--- src/rtl/viterbi_link_pkg.sv ---
// Shared types and constants for the Viterbi link frame sequencer.
package viterbi_link_pkg;

    typedef enum logic [2:0] {
        IDLE    = 3'd0,
        PAYLOAD = 3'd1,
        TAIL    = 3'd2,
        DRAIN   = 3'd3,
        DONE    = 3'd4
    } state_t;

    // PRBS7, x^7 + x^6 + 1, seeded all-ones so the first payload bit is 1
    localparam logic [6:0] PRBS7_SEED   = 7'h7F;
    localparam int         PRBS7_TAP_HI = 6;  // x^7 term
    localparam int         PRBS7_TAP_LO = 5;  // x^6 term

endpackage

--- src/rtl/viterbi_link_prbs7_gen.sv ---
// Fibonacci PRBS7 source; bit_o is the register MSB, valid in the current cycle.
module prbs7_gen
    import viterbi_link_pkg::*;
(
    input  logic clk,
    input  logic rst,
    input  logic load,
    input  logic advance,
    output logic bit_o
);

    logic [6:0] lfsr_q, lfsr_d;

    // load re-seeds for a new frame; advance shifts one step
    always_comb begin
        lfsr_d = lfsr_q;
        if (load)
            lfsr_d = PRBS7_SEED;
        else if (advance)
            lfsr_d = {lfsr_q[5:0], lfsr_q[PRBS7_TAP_HI] ^ lfsr_q[PRBS7_TAP_LO]};
    end

    // LFSR state register
    always_ff @(posedge clk or negedge rst) begin
        if (!rst) lfsr_q <= PRBS7_SEED;
        else      lfsr_q <= lfsr_d;
    end

    assign bit_o = lfsr_q[6];

endmodule

--- src/rtl/viterbi_link_ctrl.sv ---
// Frame sequencer: PRBS payload + tail to the encoder, burst error injection,
// decoder enable alignment and bit-error / injection counting.
module viterbi_link_ctrl
    import viterbi_link_pkg::*;
#(
    parameter int FRAME_LEN = 256,
    parameter int TAIL_LEN  = 2,
    parameter int DEC_LAT   = 32,
    parameter int ERR_N     = 5,
    parameter int CNT_W     = 16
) (
    input  logic             clk,
    input  logic             rst,
    input  logic             start_i,
    input  logic             err_en_i,
    input  logic [1:0]       err_mask_i,
    output logic             enc_data_o,
    output logic             enc_enable_o,
    input  logic             enc_valid_i,
    output logic [1:0]       err_inj_o,
    output logic             dec_enable_o,
    input  logic             dec_data_i,
    output logic             busy_o,
    output logic             done_o,
    output logic [CNT_W-1:0] bit_err_ct_o,
    output logic [CNT_W-1:0] inj_ct_o
);

    localparam int               WC_W       = 16;
    localparam logic [31:0]      PAY_LAST   = 32'(FRAME_LEN - 1);
    localparam logic [31:0]      TAIL_LAST  = 32'(TAIL_LEN - 1);
    localparam logic [31:0]      DRAIN_LAST = 32'(DEC_LAT - 1);
    localparam logic [WC_W-1:0]  WC_MAX     = WC_W'(FRAME_LEN);

    state_t             state_q, state_d;
    logic [31:0]        ph_q, ph_d;
    logic               pay_q, pay_d, enc_en_q, enc_en_d;
    logic               busy_q, busy_d, done_q, done_d;
    logic               err_en_q, err_en_d;
    logic [1:0]         mask_q, mask_d, inj_q, inj_d;
    logic               dec_en_q;
    logic [WC_W-1:0]    wc_q, wc_d;
    logic [CNT_W-1:0]   be_q, be_d, ic_q, ic_d;
    logic [DEC_LAT-1:0] ref_flag_q, ref_flag_d, ref_bit_q, ref_bit_d;
    logic               start_go, prbs_bit, in_frame, burst_hit, mismatch;

    prbs7_gen u_prbs (
        .clk     (clk),
        .rst     (rst),
        .load    (start_go),
        .advance (pay_q),
        .bit_o   (prbs_bit)
    );

    assign start_go  = (state_q == IDLE) && start_i;
    assign in_frame  = (state_q != IDLE);
    assign burst_hit = &wc_q[ERR_N-1:1];
    assign mismatch  = ref_flag_q[DEC_LAT-1] && (dec_data_i != ref_bit_q[DEC_LAT-1]);

    // Next state, registered-output decode, injection and counter updates
    always_comb begin
        state_d = state_q;
        ph_d    = ph_q;
        case (state_q)
            IDLE: if (start_i) begin
                state_d = PAYLOAD;
                ph_d    = '0;
            end
            PAYLOAD: if (ph_q == PAY_LAST) begin
                state_d = (TAIL_LEN > 0) ? TAIL : DRAIN;
                ph_d    = '0;
            end else ph_d = ph_q + 32'd1;
            TAIL: if (ph_q == TAIL_LAST) begin
                state_d = DRAIN;
                ph_d    = '0;
            end else ph_d = ph_q + 32'd1;
            DRAIN: if (ph_q == DRAIN_LAST) begin
                state_d = DONE;
                ph_d    = '0;
            end else ph_d = ph_q + 32'd1;
            DONE:    state_d = IDLE;
            default: state_d = IDLE;
        endcase

        pay_d    = (state_d == PAYLOAD);
        enc_en_d = pay_d || (state_d == TAIL);
        busy_d   = (state_d != IDLE);
        done_d   = (state_d == DONE);

        err_en_d = start_go ? err_en_i   : err_en_q;
        mask_d   = start_go ? err_mask_i : mask_q;

        wc_d = wc_q;
        if (start_go)
            wc_d = '0;
        else if (in_frame && enc_valid_i && (wc_q < WC_MAX))
            wc_d = wc_q + WC_W'(1);

        inj_d = '0;
        if (in_frame && err_en_q && (wc_q < WC_MAX) && burst_hit && enc_valid_i)
            inj_d = mask_q;

        be_d = be_q;
        if (start_go)
            be_d = '0;
        else if (mismatch && (be_q != '1))
            be_d = be_q + CNT_W'(1);

        ic_d = ic_q;
        if (start_go)
            ic_d = '0;
        else if ((inj_q != 2'b00) && (ic_q != '1))
            ic_d = ic_q + CNT_W'(1);

        // Only payload bits carry a compare flag; tail and idle bits ride along unchecked
        ref_flag_d = (ref_flag_q << 1) | DEC_LAT'(pay_q);
        ref_bit_d  = (ref_bit_q  << 1) | DEC_LAT'(enc_data_o);
    end

    // Single state/output register bank
    always_ff @(posedge clk or negedge rst) begin
        if (!rst) begin
            state_q    <= IDLE;
            ph_q       <= '0;
            pay_q      <= 1'b0;
            enc_en_q   <= 1'b0;
            busy_q     <= 1'b0;
            done_q     <= 1'b0;
            err_en_q   <= 1'b0;
            mask_q     <= '0;
            inj_q      <= '0;
            dec_en_q   <= 1'b0;
            wc_q       <= '0;
            be_q       <= '0;
            ic_q       <= '0;
            ref_flag_q <= '0;
            ref_bit_q  <= '0;
        end else begin
            state_q    <= state_d;
            ph_q       <= ph_d;
            pay_q      <= pay_d;
            enc_en_q   <= enc_en_d;
            busy_q     <= busy_d;
            done_q     <= done_d;
            err_en_q   <= err_en_d;
            mask_q     <= mask_d;
            inj_q      <= inj_d;
            dec_en_q   <= enc_valid_i;
            wc_q       <= wc_d;
            be_q       <= be_d;
            ic_q       <= ic_d;
            ref_flag_q <= ref_flag_d;
            ref_bit_q  <= ref_bit_d;
        end
    end

    assign enc_data_o   = pay_q & prbs_bit;
    assign enc_enable_o = enc_en_q;
    assign err_inj_o    = inj_q;
    assign dec_enable_o = dec_en_q;
    assign busy_o       = busy_q;
    assign done_o       = done_q;
    assign bit_err_ct_o = be_q;
    assign inj_ct_o     = ic_q;

endmodule

--- config.mk ---
export PLATFORM = sky130hd
export DESIGN_NAME = viterbi_link_ctrl
export DESIGN_NICKNAME = d
export VERILOG_FILES = /design/src/rtl/viterbi_link_pkg.sv /design/src/rtl/viterbi_link_prbs7_gen.sv /design/src/rtl/viterbi_link_ctrl.sv
export SDC_FILE = /design/constraint.sdc
export NUM_CORES = 1
export LEC_CHECK = 0
export CAP_MARGIN = 20
export CORE_UTILIZATION = 50
export DETAILED_ROUTE_END_ITERATION = 6
export PLACE_DENSITY = 0.69
export SYNTH_ARGS = -nofsm -noshare
export SYNTH_HDL_FRONTEND = slang
export SYNTH_SLANG_ARGS = --single-unit
--- constraint.sdc ---
create_clock -name clk -period 2.3 [get_ports clk]
set_input_delay 0.46 -clock clk [delete_from_list [all_inputs] [get_ports clk]]
set_output_delay 0.46 -clock clk [all_outputs]
set_load 0.02 [all_outputs]
==> flow_metrics.tcl <==
set metrics [dict create \
    cts_root_buf "clkbuf_16" \
    grt_usage 0.223 \
    syn_area_sq_um 6940 \
    r2r-start "ph_q[0]" \
    max_slew_margin 0.658 \
    dr_wl_met2_mm 6.94 \
    worst_slew_pin_slew_ns 0.500 \
    cts.clk_slew.worst_paths_ns 0.06 \
    dr.pass1.iters 5 \
    synth_top_area_share 0.566 \
    r2r_end "ph_q[7]" \
    crit_fanout 6 \
    synth_area_leaders "dfrtp_1, nand2_1, nor2_1" \
    io_buffers 46 \
    maxSlewViolCount 0 \
    drc 0 \
    critPathCaptureType "register" \
    clkLatencyLatePin_ns 0.42 \
    hold_violations 0 \
    cts_sinks 164 \
    synth-edff-count 0 \
    io_pins 47 \
    clockBufferDepth 2 \
    met1_length_mm 6.85 \
    drive_gt1_frac 0.134 \
    dp_hpwl_mm 10.0 \
    grt_pass1_wl_mm 25.0 \
    cp.required_ns 2.60 \
    vias 5145 \
    post-route-period-util 0.970 \
    grt_overflow 0 \
    grt_pass1_vias 5101 \
    final_util 0.634 \
    cap_violations 0 \
    area_growth_pct 22.4 \
    met3WireLength_microns 712 \
    setup_viol 0 \
    final_net_count 715 \
    status "completed" \
    critical_path.startpoint "ph_q[0]" \
    viasPerCell 5.77 \
    netlist_instances 620 \
    hold_class "reg2reg" \
    p_leak_nw 3.68 \
    core_sq_um 13400 \
    dr.first_iter.drc_count 434 \
    synth_warnings 0 \
    max_freq_ghz 0.448 \
    avgSynthCellArea_sq_um 11.2 \
    worst_hold_slack_ns 0.340 \
    async_flop_share 1.00 \
    hold_end "ref_flag_q[21]" \
    die_h_microns 120 \
    fin_crit_ns 2.23 \
    ant_nets 0 \
    synth_area_leader_cell "dfrtp_1" \
    wirelength_mm 14.7 \
    critPathLaunchType "register" \
    gp_congestion 0.869 \
    yosysSeqAreaShare 0.593 \
    reg2reg_setup_slack_ns 0.07 \
    antenna_found_initial 0 \
    synth_flop_cell "dfrtp_1" \
    fin_skew_ns 0.0103 \
    peakVddDrop_mv 0.430 \
    cts_made_buffers 17 \
    worstRegToRegCells 7 \
    rsz0062_at_grt "false" \
    htreeDepth 4 \
    die_w_microns 120 \
    hp-start "ref_flag_q[20]" \
    rows 42 \
    ys_ff_latch 164 \
    top_layer "met4" \
    finalSetupTns_ns 0 \
    wl_per_cell_microns 16.5 \
    cp_data_arrival_time_ns 2.53 \
    initial_core_util 0.518 \
    powerDensity_nw_per_um2 777 \
    n_antenna_cell 0 \
    crit_type "reg2reg" \
    min_path_cells 0 \
    synthDistinctLibCells 66 \
    syn_nets 633 \
    dieArea_sq_um 14400 \
    cts_tree "built" \
    cts_setup_buffers 0 \
    grt_max_degree 52 \
]
==> metrics by stage <==
stage / setup WS (ns) / power (mW) / cells / cell area, sq um
floorplan: 0.237 / 3.43 / 620 / 6940
global placement: 0.106 / 3.65 / 858 / 7830
detailed placement: 0.0488 / 3.68 / 858 / 7830
CTS: 0.0322 / 6.68 / 891 / 8470
global route: 0.000745 / 6.88 / 891 / 8490
finish: 0.0687 / 6.60 / 891 / 8490
==> flip-flops by register name, summed over array words and instances (netlist names) <==
signal and count:
ph_q 32, ref_bit_q 32, ref_flag_q 32, bit_err_ct_o 16, inj_ct_o 16, wc_q 16, u_prbs.lfsr_q 7, state_q 3
err_inj_o 2, mask_q 2, busy_o 1, dec_enable_o 1, done_o 1, enc_enable_o 1, err_en_q 1, pay_q 1
==> critical path, cell delays in order, from the launching register on <==
cell and delay [ns]:
dfrtp_2 0.44, ha_1 0.24, and4_2 0.30, mux2_2 0.33, a31oi_4 0.26, nor2_1 0.10, buf_4 0.16, o32ai_1 0.30
==> repair_timing <==
action / CTS / global route
gates resized for setup: 0 / 4
setup endpoints to repair: 0 / 28
hold endpoints to repair: 42 / 0
hold buffers: 1 / 0
==> per-layer routing <==
layer / GRT usage / up-vias
met1: 0.310 / 2544
met5: 0 / -
li1: - / 2414
met2: 0.349 / 170
met3: 0.0418 / 17
met4: 0.0836 / 0
==> final cells by class <==
cell class / count / area [sq um]
clock buffer: 21 / 470
clock inverter: 11 / 161
sequential: 164 / 4110
inverter: 17 / 63.8
fill: 1061 / 4910
timing repair buffer: 85 / 795
tap: 176 / 220
multi-input combinational: 417 / 2670
==> power breakdown <==
group / switching, mW / internal [mW]
registers: 0.153 / 2.99
clock network: 1.15 / 1.82
logic: 0.257 / 0.221
total: 1.57 / 5.04
==> cells in the mapped netlist (all sizes together) (12+ instances only) <==
cell type,n
buf,12
and4,14
nand2,63
nand3,27
nand4,27
dfrtp,157
xnor2,26
inv,17
and3,13
nor3,12
and2,12
o21ai,14
xor2,13
nor4,18
nor2,63
==> logic make-up after synthesis <==
family / share of synthesized area
and+or+nand+nor: 0.213
DFF: 0.593
AOI/OAI and AO/OA: 0.0947
xor gates and xnor gates: 0.0492
buffers and inverters: 0.0251
muxes: 0.0161
adders and majority gates: 0.00902
==> how the worst max path moves through the flow <==
stage | to | slack [ns] | cells after the start
2_1_floorplan | ph_q[3] | 0.24 | 8
3_3_place_gp | ph_q[3] | 0.11 | 6
3_5_place_dp | ph_q[26] | 0.05 | 6
4_1_cts | ph_q[3] | 0.03 | 6
5_1_grt | ph_q[31] | 0.0007 | 7
6_report | ph_q[7] | 0.07 | 7
==> layout by cell type (no fill, tap or decap), types with 11 or more instances in the layout <==
master	n
a21oi_1	11
and2_1	12
and3_1	13
and4_1	13
buf_4	35
clkbuf_16	17
clkdlybuf4s50_1	45
dfrtp_1	156
inv_1	16
nand2_1	63
nand3_1	27
nand4_1	26
nor2_1	63
nor3_1	11
nor4_1	12
xnor2_1	26
xor2_1	13
Power figures use the tool's default switching activity.
